$ cat config.mk
export PLATFORM = sky130hd
export DESIGN_NAME = nibble_serial_adder
export DESIGN_NICKNAME = d
export VERILOG_FILES = /design/src/rtl/nsa_pkg.sv /design/src/rtl/nibble_add.sv /design/src/rtl/nibble_serial_adder.sv
export SDC_FILE = /design/constraint.sdc
export NUM_CORES = 1
export LEC_CHECK = 0
export CELL_PAD_IN_SITES_DETAIL_PLACEMENT = 1
export CELL_PAD_IN_SITES_GLOBAL_PLACEMENT = 1
export CORE_MARGIN = 10
export CORE_UTILIZATION = 41
export DETAILED_ROUTE_END_ITERATION = 8
export GPL_TIMING_DRIVEN = 1
export HOLD_SLACK_MARGIN = 0.15
export PLACE_DENSITY = 0.82
export SKIP_LAST_GASP = 1
export SYNTH_ARGS = -nofsm -noshare
export SYNTH_HDL_FRONTEND = slang
export SYNTH_HIERARCHICAL = 1
export SYNTH_SLANG_ARGS = --single-unit
$ cat constraint.sdc
create_clock -name clk -period 3.97 [get_ports clk]
set_input_delay 0.794 -clock clk [delete_from_list [all_inputs] [get_ports clk]]
set_output_delay 0.794 -clock clk [all_outputs]
set_load 0.03 [all_outputs]
$ cat src/rtl/nsa_pkg.sv
// rtl/nsa_pkg.sv - shared FSM state type and nibble width for the nibble serial adder
package nsa_pkg;

  localparam int NIBBLE_W = 4;

  typedef enum logic [1:0] {
    IDLE = 2'd0,
    RUN  = 2'd1,
    DONE = 2'd2
  } state_e;

endpackage

$ cat src/rtl/nibble_add.sv
// rtl/nibble_add.sv - stateless 4-bit gate-level ripple adder exposing the carry into bit 3
module nibble_add
  import nsa_pkg::*;
(
  input  logic [NIBBLE_W-1:0] x,
  input  logic [NIBBLE_W-1:0] y,
  input  logic                ci,
  output logic [NIBBLE_W-1:0] s,
  output logic                co,
  output logic                c3
);

  logic [NIBBLE_W:0] w_c;

  assign w_c[0] = ci;

  // One full adder per bit; carries ripple upward through w_c.
  for (genvar gi = 0; gi < NIBBLE_W; gi++) begin : g_fa
    assign s[gi]     = x[gi] ^ y[gi] ^ w_c[gi];
    assign w_c[gi+1] = (x[gi] & y[gi]) | (w_c[gi] & (x[gi] ^ y[gi]));
  end

  assign co = w_c[NIBBLE_W];
  assign c3 = w_c[NIBBLE_W-1];

endmodule

$ cat src/rtl/nibble_serial_adder.sv
// rtl/nibble_serial_adder.sv - WIDTH-bit adder processing one nibble per clock; NSA_OVERFLOW_EN adds the ovf output
module nibble_serial_adder
  import nsa_pkg::*;
#(
  parameter int WIDTH = 16
) (
  input  logic             clk,
  input  logic             rst_n,
  input  logic             start,
  input  logic [WIDTH-1:0] a,
  input  logic [WIDTH-1:0] b,
  input  logic             cin,
  output logic             busy,
  output logic             done,
  output logic [WIDTH-1:0] sum,
`ifdef NSA_OVERFLOW_EN
  output logic             ovf,
`endif
  output logic             cout
);

  localparam int N     = WIDTH / NIBBLE_W;
  localparam int IDX_W = (N > 1) ? $clog2(N) : 1;
  localparam logic [IDX_W-1:0] LAST_IDX = IDX_W'(N - 1);

  state_e             r_state;
  logic [IDX_W-1:0]   r_idx;
  logic [WIDTH-1:0]   r_a;
  logic [WIDTH-1:0]   r_b;
  logic               r_carry;
  logic [WIDTH-1:0]   r_sum;
  logic               r_cout;

  logic [NIBBLE_W-1:0] w_x;
  logic [NIBBLE_W-1:0] w_y;
  logic [NIBBLE_W-1:0] w_s;
  logic                w_co;
`ifdef NSA_OVERFLOW_EN
  logic                w_c3;
  logic                r_ovf;
`else
  logic                w_c3_unused;
`endif

  assign w_x = r_a[int'(r_idx)*NIBBLE_W +: NIBBLE_W];
  assign w_y = r_b[int'(r_idx)*NIBBLE_W +: NIBBLE_W];

  nibble_add u_nibble_add (
    .x  (w_x),
    .y  (w_y),
    .ci (r_carry),
    .s  (w_s),
    .co (w_co),
`ifdef NSA_OVERFLOW_EN
    .c3 (w_c3)
`else
    .c3 (w_c3_unused)
`endif
  );

  // Sequencer: capture operands on start, add one nibble per RUN cycle, pulse DONE once.
  always_ff @(posedge clk or negedge rst_n) begin
    if (!rst_n) begin
      r_state <= IDLE;
      r_idx   <= '0;
      r_a     <= '0;
      r_b     <= '0;
      r_carry <= 1'b0;
      r_sum   <= '0;
      r_cout  <= 1'b0;
`ifdef NSA_OVERFLOW_EN
      r_ovf   <= 1'b0;
`endif
    end else begin
      case (r_state)
        IDLE: begin
          if (start) begin
            r_a     <= a;
            r_b     <= b;
            r_carry <= cin;
            r_sum   <= '0;
            r_cout  <= 1'b0;
            r_idx   <= '0;
`ifdef NSA_OVERFLOW_EN
            r_ovf   <= 1'b0;
`endif
            r_state <= RUN;
          end
        end
        RUN: begin
          r_sum[int'(r_idx)*NIBBLE_W +: NIBBLE_W] <= w_s;
          r_carry <= w_co;
          r_idx   <= r_idx + 1'b1;
          if (r_idx == LAST_IDX) begin
            r_cout  <= w_co;
`ifdef NSA_OVERFLOW_EN
            r_ovf   <= w_c3 ^ w_co;
`endif
            r_idx   <= '0;
            r_state <= DONE;
          end
        end
        DONE: begin
          r_state <= IDLE;
        end
        default: begin
          r_state <= IDLE;
        end
      endcase
    end
  end

  assign busy = (r_state != IDLE);
  assign done = (r_state == DONE);
  assign sum  = r_sum;
  assign cout = r_cout;
`ifdef NSA_OVERFLOW_EN
  assign ovf  = r_ovf;
`endif

endmodule

[Yosys cells after proc, flatten, opt, wreduce, memory -nomap -nowiden]
Index checks and enable logic that the tools add are counted.
Word-level totals
  bits of input ports: 36
  bits in latches: 0
  RAM bits: 0
  bits in read-only memories: 0
  output and inout port bits: 19
  logic and storage cells: 59
  register bits: 54
  memories kept: 0
Operators by class
  $add $sub $neg: 2
  muxes and demuxes: 14
  equal/unequal tests: 5
  order comparisons: 0
  reduce and logical (&&, ||, !) cells: 7
  divide/modulo/power cells: 0
  shift-type cells: 4
  bitwise gates (word level): 20
  multiply operators: 0
Operators with widths (count)
  $neg A4 Y33: 1
  $shift A4 B33 Y16 const A: 1
  $shiftx A4 B33 Y16: 1
  $pmux W16 S2: 1
  $shiftx A16 B5 Y4: 2
  $bwmux W16: 1
  $mux W16: 1
  $and A1 B1 Y1: 8
  $mux W2: 4
  $pmux W2 S2: 2
  $xor A1 B1 Y1: 8
  $reduce_and A2 Y1: 3
  $eq A2 B2 Y1 const B: 2
  $ne A2 B2 Y1 const B: 2
  $or A1 B1 Y1: 4
  $pmux W1 S2: 2
  $reduce_bool A2 Y1: 2
  $mux W1: 3
  $reduce_and A3 Y1: 1
  $add A2 B1 Y2 const B: 1
  $eq A2 B1 Y1 const B: 1
  $logic_not A2 Y1: 1

[Depth between registers and ports, before layout]
Gate-level depths: netlist of run 1.
  depth in word-level cells: 12
  depth in mapped cells: 11
  depth with buffers taken out: 9

[Modules after synthesis]
Netlist of run 1, hierarchy kept.
By module, submodules not included
  nibble_serial_adder: cells an instance 162, sequential area each 1351.3 um^2, instances 1, area an instance 2479.9 um^2
  nibble_add: cells an instance 12, sequential area each 0.0 um^2, instances 1, area an instance 110.1 um^2

[Worst setup path before layout of run 1]
No wires, ideal clock.
  kind: register to register
  start point: reg r_idx[0]
  end point: reg r_sum[11] (netlist: sum[11])
  slack: 1040 ps
  stages on the path, launching flop included: 11
  buffers on the path: 2
  required time: 3849 ps
  arrival: 2809 ps
  cell sequence: dfrtp_1 -> buf_2 -> buf_4 -> mux4_2 -> fa_1 -> inv_1 -> fa_1 -> fa_1 -> inv_1 -> fa_1 -> a22o_1
On the way
  longest elaborated chain between the ends: 12
Ends and longest elaborated chain
  from (decl): line nibble_serial_adder.sv:27  | logic [IDX_W-1:0] r_idx;
  from (signal assigned): line nibble_serial_adder.sv:93  | r_idx <= r_idx + 1'b1;
  $shiftx A16 B5 Y4 (*): line nibble_serial_adder.sv:46  | assign w_y = r_b[int'(r_idx)*NIBBLE_W +: NIBBLE_W];
  net w_y[0]: line nibble_serial_adder.sv:35  | logic [NIBBLE_W-1:0] w_y;
  $xor A1 B1 Y1: line nibble_add.sv:20  | assign w_c[gi+1] = (x[gi] & y[gi]) | (w_c[gi] & (x[gi] ^ y[gi]));
  $and A1 B1 Y1: line nibble_add.sv:20
  $or A1 B1 Y1 (*): line nibble_add.sv:20
  $and A1 B1 Y1 (*): line nibble_add.sv:20
  $or A1 B1 Y1 (*): line nibble_add.sv:20
  $and A1 B1 Y1 (*): line nibble_add.sv:20
  $or A1 B1 Y1 (*): line nibble_add.sv:20
  net w_c3_unused: line nibble_serial_adder.sv:42  | logic w_c3_unused;
  $xor A1 B1 Y1 (*): line nibble_add.sv:19  | assign s[gi] = x[gi] ^ y[gi] ^ w_c[gi];
  net w_s[3]: line nibble_serial_adder.sv:36  | logic [NIBBLE_W-1:0] w_s;
  $shiftx A4 B33 Y16 (*): line nibble_serial_adder.sv:91  | r_sum[int'(r_idx)*NIBBLE_W +: NIBBLE_W] <= w_s;
  $bwmux W16 (*): line nibble_serial_adder.sv:91
  $pmux W16 S2 (*): line nibble_serial_adder.sv:75  | case (r_state)
  to (signal, indexed assignment): line nibble_serial_adder.sv:91
  to (decl): line nibble_serial_adder.sv:31  | logic [WIDTH-1:0] r_sum;
The timed path passes the listed nets; every way through them passes the cells marked *.
A chain may end at the register's enable or synchronous reset.

[Worst setup path after layout of run 1]
  start point: reg r_idx[0]
  end point: reg r_carry
On the way
  longest elaborated chain between the ends: 11
Ends and longest elaborated chain
  $shiftx A16 B5 Y4 (*): line nibble_serial_adder.sv:46
  net w_y[0]: line nibble_serial_adder.sv:35
  $xor A1 B1 Y1: line nibble_add.sv:20
  $and A1 B1 Y1: line nibble_add.sv:20
  $or A1 B1 Y1 (*): line nibble_add.sv:20
  $and A1 B1 Y1 (*): line nibble_add.sv:20
  $or A1 B1 Y1 (*): line nibble_add.sv:20
  $and A1 B1 Y1 (*): line nibble_add.sv:20
  $or A1 B1 Y1 (*): line nibble_add.sv:20
  net w_c3_unused: line nibble_serial_adder.sv:42
  $and A1 B1 Y1 (*): line nibble_add.sv:20
  $or A1 B1 Y1 (*): line nibble_add.sv:20
  net w_co: line nibble_serial_adder.sv:37  | logic w_co;
  $pmux W1 S2 (*): line nibble_serial_adder.sv:75
  to (signal assigned): line nibble_serial_adder.sv:80  | r_carry <= cin;
  to (signal assigned): line nibble_serial_adder.sv:92  | r_carry <= w_co;
  to (decl): line nibble_serial_adder.sv:30  | logic r_carry;
Marks and branches as above.

==> flow_summary.toml, run 1 <==
[synthesis]
synthTopCellsByArea = "dfrtp_1 52%, mux2_2 14%, mux4_2 7.0%"
syn_nets = 220
ys_seq_elements = 54
yosysUniqueCellTypes = 31
synthFlopType = "dfrtp_1"
yosysWarnings = 6
synth_edf_count = 0
syn_avg_cell_area_um2 = 14.88
syn_inst = 174
synth_area_leader_cell = "dfrtp_1"
synth_top_area_share = 0.5217
async_flop_share = 1.000
netlist_area_um2 = 2590
ys_seq_area_frac = 0.5217

[floorplanning]
die_area_um2 = 9896
core_area_um2 = 6026
fp.dieW_um = 99.48
die_h_um = 99.48
io_pins = 55
start_util = 0.4298
rows = 28

[clock_tree]
cts_buffers = 5
cts.clk_slew.worst_paths_ns = 0.09
insertion_delay_ns = 0.31
cts_tree = "yes"
htreeDepth = 2
postCtsSetupBuffers = 0
cts_sinks = 54
cts-hold-fix-buffers = 0
clockBufferDepth = 2
cts_resized = 0
clockRootBuffer = "clkbuf_8"

[sta]
finalClockSkew_ns = 0.002098
postLayoutSetupSlackWorst_ns = 0.9002
period_needed_ns = 3.070
setup_viol = 0
fmax_mhz = 325.8
maxSlewHeadroom = 0.2391
maxSlewViolCount = 0
tightest_slew_ns = 1.141
rsz0062_at_grt = "false"
fin_setup_tns_ns = 0
hold_viol = 0
post-route-period-util = 0.7733

[layout]
area_delta_synth_final_pct = 26.62
final_cells = 306
final_cell_mix = "54 x dfrtp_1, 53 x clkdlybuf4s50_1, 32 x mux2_2"
diodes = 0
post-route-util = 0.5442
drive_gt1_frac = 0.2468
design_area_um2 = 3279
nNetsFinal = 276
final_common_cell = "dfrtp_1"

[grt]
grt_pass1_vias = 1921
grt_pass1_wl_um = 9701
overflow = 0
grtUsageTotal = 0.1212
antenna_found_initial = 0
grt_max_degree = 53

[worst_setup_path]
slowest_delay_ns = 0.70
required_ns = 4.14
worstPathArrival_ns = 3.24
crit_chain = "mux4_2 > fa_1 > inv_1 > fa_1 > fa_1 > inv_1 > fa_1 > a22oi_1 > o21ai_0"
cp_max_fo = 12
worstSetupStartpointType = "flip-flop"
slowest_stage = "dfrtp_1"
critical_path_class = "reg2reg"
crit_top_cell = "fa_1"
end_kind = "flip-flop"

[place]
place_ws_ns = 0.8577
dp_cells = 298
io_buffers = 54
gp_congestion = 0.7636
dpl_cell_area_um2 = 3173
dpl.hpwl_um = 4436

[routing]
wl_per_cell_um = 18.95
via_per_inst = 5.284
drc = 0
vias = 1617
first_pass_iters = 4
ant_nets = 0
routed_wirelength_um = 5800
dr.first_iter.drc_count = 65

[outcome]
status = "finished clean"

[power_and_ir_drop]
powerDensity_nw_per_um2 = 907.2
irDropWorstVdd_v = 0.0003747
p_leak_nw = 1.389

[job]
drv_cap = 0

[worst_hold_path]
hp-class = "reg2reg"
-- sequential cells by signal, summed over array words and instances, names as in the netlist --
signal   count
sum         16
r_state      2
cout         1
r_idx        2
r_carry      1
r_a         16
r_b         16
-- cell type report --
type	count	area (um^2)
fillers	615	2746
flip-flops and latches	54	1351
multi-input cells	100	1125
repair buffers	57	558.0
well taps	75	93.84
clock buffers	7	76.32
inverters	12	45.04
clock inverters	1	30.03
-- kinds of logic (layout without fill, tap and decap cells) --
kind of cell | count (synthesis) | count (layout) | synth area share
muxes | 40 | 40 | 0.2087
DFF | 54 | 54 | 0.5217
and+or+nand+nor | 21 | 21 | 0.07585
AOI/OAI and AO/OA | 29 | 29 | 0.08986
buffers and inverters | 20 | 77 | 0.04395
adders and majority gates | 10 | 10 | 0.05990
-- synth_stat cells, types with 4 or more instances --
| cell | n |
|---|---|
| inv_1 | 12 |
| mux4_2 | 8 |
| fa_1 | 4 |
| mux2_2 | 32 |
| nand2_1 | 7 |
| buf_6 | 4 |
| a22o_1 | 17 |
| dfrtp_1 | 54 |
| a21o_1 | 4 |
| ha_1 | 6 |
-- per-stage QoR --
stage,hold slack [ns],power (W)
after CTS,0.5148,0.003027
after floorplan,0.4751,0.002124
after global routing,0.5327,0.003204
after global placement,0.4853,0.002585
final,0.5098,0.002975
after detailed placement,0.4930,0.002657
-- layer usage --
layer / global-route usage / routed length, um
met1: 0.1393 / 2477
met2: 0.2134 / 2985
met3: 0.03806 / 273
met4: 0.02977 / 63
met5: 0 / 0
-- path summary, 6_finish.rpt --
| kind | startpoint | end | slack, ns | cells after the start |
|---|---|---|---|---|
| setup reg to reg | r_idx[0] | r_carry | 0.90 | 9 |
| hold reg to reg | r_a[11] | r_a[11] | 0.51 | 1 |
| max in group asynchronous | rst_n | r_a[4] | 2.57 | 1 |
| hold / removal | r_a[11] | r_a[11] | 0.51 | 1 |
| setup / recovery | r_idx[0] | r_carry | 0.90 | 9 |
| min in group asynchronous | rst_n | sum[13] | 0.70 | 1 |
-- worst max-delay path: cells and delay by family (launching register included) --
kind | cells | cell delay, ns
fa+ha+maj | 4 | 1.17
buf+inv | 2 | 0.12
mux | 1 | 0.61
flops | 1 | 0.70
compound gates | 2 | 0.33
-- report_power, final --
group	internal, W	switching (W)
Clock	0.000189	0.000173
Sequential	0.000808	0.000212
Combinational	0.000754	0.000839
Total	0.00175	0.00122
No activity file was read; power rests on OpenSTA's default activity.
==> inputs of run 2 (changes only) <==
- CORE_UTILIZATION: 41 -> 37
- PLACE_DENSITY: 0.82 -> 0.78
- clock period: 3.97 -> 2.48 ns (I/O delays scaled with it)
==> run 2 against run 1 <==
Compared with the run above:
- the flow now finishes with violations (negative setup slack)
- critical path depth decreased by 1
- sequential power increased by 53%
- global-route usage decreased by 1.5 points
- cell count increased by 9.2%
- sequential share of layout area decreased by 1.4 points
- critical endpoint is now sum[15]
- largest power group unchanged
==> flow_summary.toml, run 2 (same netlist as run 1, synthesis figures left out) <==
[power_and_ir_drop]
irDropWorstVdd_v = 0.0008382
p_leak_nw = 1.426
p_total_w = 0.005031
powerDensity_nw_per_um2 = 1482

[floorplanning]
die_h_um = 103.7
fp.dieW_um = 103.7
core_area_um2 = 6794
die_area_um2 = 10750
io_pins = 55
rows = 30
start_util = 0.3812

[routing]
ant_nets = 0
dr.first_iter.drc_count = 31
routed_wirelength_um = 5679
wl_per_cell_um = 17.00
drc = 0
first_pass_iters = 3
via_per_inst = 4.835
vias = 1615

[grt]
grt_pass1_wl_um = 9591
grt_pass1_vias = 1872
overflow = 0
grt_max_degree = 55
grtUsageTotal = 0.1061
antenna_found_initial = 0

[sta]
fin_setup_tns_ns = -0.7719
finalClockSkew_ns = 0.005621
fmax_mhz = 378.3
hold_viol = 0
post-route-period-util = 1.066
rsz0062_at_grt = "true"
postLayoutSetupSlackWorst_ns = -0.1634
maxSlewViolCount = 0
period_needed_ns = 2.643
tightest_slew_ns = 0.6750
setup_viol = 6
maxSlewHeadroom = 0.5500

[layout]
diodes = 0
drive_gt1_frac = 0.3151
final_cell_mix = "53 x dfrtp_1, 53 x clkdlybuf4s50_1, 32 x mux2_2"
area_delta_synth_final_pct = 31.11
nNetsFinal = 283
fillCellCount = 675
post-route-util = 0.4998

[outcome]
status = "complete, but fails checks"
violations = "negative setup slack"

[worst_hold_path]
hp-class = "in2async"

[clock_tree]
cts_tree = "yes"
insertion_delay_ns = 0.31
cts-hold-fix-buffers = 0
cts_buffers = 5
htreeDepth = 2
postCtsSetupBuffers = 0
cts_sinks = 54
cts.clk_slew.worst_paths_ns = 0.10
clockBufferDepth = 2
clockRootBuffer = "clkbuf_8"

[worst_setup_path]
required_ns = 2.68
r2r_setup_slack_ns = -0.16
end_kind = "flip-flop"
cp_max_fo = 5
worstSetupStartpointType = "flip-flop"
worstPathArrival_ns = 2.85
critical_path_class = "reg2reg"

[place]
gp_congestion = 0.7626
dpl.hpwl_um = 4401
io_buffers = 54
place_ws_ns = -0.2607

[job]
drv_cap = 0
run 2: changes by cell type in the layout (fill, tap and decap cells not counted), sizes merged:
cell,before,now
clkinv,0,1
buf,4,11
clkbuf,7,5
inv,12,13
run 2: worst max-delay path, cell delays in order, from the launching register on:
cell and delay [ns]:
dfrtp_2 0.43, mux4_2 0.54, fa_2 0.40, inv_2 0.06, fa_2 0.19, fa_2 0.20
inv_2 0.04, fa_2 0.46, a22o_1 0.22
run 2: path summary, 6_finish.rpt:
check | start | to | depth (start not counted)
worst min register to register | sum[12] | sum[12] | 1
min in group clk | sum[12] | sum[12] | 1
worst min-delay path | rst_n | sum[3] | 2
max in group asynchronous | rst_n | r_idx[0] | 2
worst max register to register | r_idx[0] | sum[15] | 8
worst max-delay path | r_idx[0] | sum[15] | 8
run 2: through the flow:
stage / instance area (um^2) / hold slack, ns / cells
2_1_floorplan: 2611 / 0.2004 / 174
3_3_place_gp: 3272 / 0.4884 / 326
3_5_place_dp: 3272 / 0.4931 / 326
4_1_cts: 3388 / 0.3347 / 334
5_1_grt: 3396 / 0.3672 / 334
6_report: 3396 / 0.3047 / 334
run 2: layout make-up:
type                    instances  area [um^2]  area share
well taps                      96        120.1     0.03537
clock inverters                 3        43.79     0.01290
repair buffers                 64        623.1      0.1835
flip-flops and latches         54         1353      0.3983
clock buffers                   5        68.82     0.02027
multi-input cells             100         1140      0.3357
inverters                      12        47.55     0.01400
run 2: routing by layer:
layer | track usage | part of all wire
met5 | 0 | 0
met4 | 0.02684 | 0.0092
met3 | 0.03408 | 0.052
met2 | 0.1775 | 0.48
met1 | 0.1286 | 0.46
run 2: power by group:
part / internal, W / switching [W] / leakage [nW] / total (W)
combinational: 0.00139 / 0.00148 / 0.695 / 0.00287
sequential: 0.00130 / 0.000263 / 0.672 / 0.00156
clock: 0.000303 / 0.000295 / 0.0585 / 0.000598
run 2: repair_timing:
item                                    CTS  global route
resized for setup                         3             2
pin swaps                                 4             0
endpoints found under the setup margin    6             8
endpoints found under the hold margin     0             0
==> inputs of run 3 (changes only) <==
- CORE_ASPECT_RATIO: unset -> 0.7
==> run 3 against run 2 <==
Compared with the run above:
- maximum frequency increased by 0.13%
- sequential share of layout area hardly changed
- the flow still finishes with violations (negative setup slack)
- die area is 0.50% higher
- core utilization is essentially flat
- critical endpoint unchanged
- power rose by 1.5%
==> flow_summary.toml, run 3 (same netlist as run 1, synthesis figures left out) <==
[routing]
via_per_inst = 4.942
ant_nets = 0
wl_per_cell_um = 19.34
dr.first_iter.drc_count = 35
routed_wirelength_um = 6381
drc = 0
vias = 1631
first_pass_iters = 4

[worst_setup_path]
cp_max_fo = 4
worstPathArrival_ns = 2.86
worstSetupStartpointType = "flip-flop"
crit_top_cell = "fa_2"
slowest_stage = "mux4_2"
crit_family = "adder cells"
critical_path_class = "reg2reg"
required_ns = 2.70
slowest_delay_ns = 0.54
path_buf_inv = 2
end_kind = "flip-flop"
crit_chain = "mux4_2 > fa_2 > inv_2 > fa_2 > fa_2 > inv_2 > fa_2 > a22o_1"

[clock_tree]
cts.clk_slew.worst_paths_ns = 0.11
htreeDepth = 2
clockBufferDepth = 2
cts_tree = "yes"
cts_sinks = 54
insertion_delay_ns = 0.32
clockRootBuffer = "clkbuf_8"
postCtsSetupBuffers = 0
cts_buffers = 5

[floorplanning]
fp.dieW_um = 120
start_util = 0.3816
die_h_um = 90
die_area_um2 = 10800
rows = 25
core_area_um2 = 6788
io_pins = 55

[layout]
nNetsFinal = 281
drive_gt1_frac = 0.3093
diodes = 0
final_cells = 330
final_cell_mix = "53 x dfrtp_1, 53 x clkdlybuf4s50_1, 32 x mux2_2"
post-route-util = 0.5001
area_delta_synth_final_pct = 31.06

[sta]
fin_setup_tns_ns = -0.7230
tightest_slew_ns = 0.5868
fmax_mhz = 378.8
post-route-period-util = 1.064
setup_viol = 6
finalClockSkew_ns = 0.01164
hold_viol = 0
rsz0062_at_grt = "true"
maxSlewViolCount = 0
maxSlewHeadroom = 0.6088
postLayoutSetupSlackWorst_ns = -0.1599
period_needed_ns = 2.640

[place]
dp_cells = 322
place_ws_ns = -0.2075
io_buffers = 54
gp_congestion = 0.7664
dpl.hpwl_um = 4786

[grt]
grt_pass1_vias = 1945
overflow = 0
grt_max_degree = 34
grtUsageTotal = 0.1208
grt_pass1_wl_um = 10610
antenna_found_initial = 0

[outcome]
violations = "negative setup slack"
status = "complete, but fails checks"

[worst_hold_path]
hp-class = "in2async"

[power_and_ir_drop]
p_total_w = 0.005106
powerDensity_nw_per_um2 = 1504
irDropWorstVdd_v = 0.0005555
p_leak_nw = 1.422

[job]
drv_cap = 0
[run 3: cell count changes in the layout (fill, tap and decap cells not counted), sizes merged]
cell / before / now
buf: 11 / 9
[run 3: cell type report]
cell class	count	area (um^2)
clock inverters	3	43.79
repair buffers	62	624.3
multi-input cells	100	1140
inverters	12	47.55
clock buffers	5	68.82
fillers	687	3393
well taps	94	117.6
flip-flops and latches	54	1353
[run 3: timing repair]
action,CTS,global route
pin swaps,4,0
resized for setup,4,2
endpoints found under the setup margin,6,7
hold buffers,0,0
[run 3: where the power goes]
group          total [W]  switching (W)  internal, W
registers        0.00157       0.000276      0.00130
logic            0.00291        0.00153      0.00138
clock network   0.000621       0.000317     0.000304
[run 3: layer usage]
metal	vias up	GRT usage	part of all wire
li1	751	-	-
met1	825	0.1665	0.49
met2	48	0.1833	0.45
met3	7	0.03373	0.051
met4	0	0.02705	0.0092
met5	-	0	0
[run 3: stage by stage]
stage | cell area (um^2) | hold WS, ns
after floorplan | 2611 | 0.2004
after global placement | 3267 | 0.4868
after detailed placement | 3267 | 0.4952
after CTS | 3387 | 0.1939
after global routing | 3395 | 0.2114
final | 3395 | 0.1674
[run 3: worst paths after layout]
path | depth (start not counted) | slack, ns | end | from
min in group clk | 1 | 0.51 | r_b[15] | r_b[15]
setup / recovery | 8 | -0.16 | sum[15] | r_idx[0]
hold reg to reg | 1 | 0.51 | r_b[15] | r_b[15]
max in group asynchronous | 2 | 1.73 | r_idx[0] | rst_n
setup reg to reg | 8 | -0.16 | sum[15] | r_idx[0]
hold / removal | 1 | 0.17 | sum[12] | rst_n
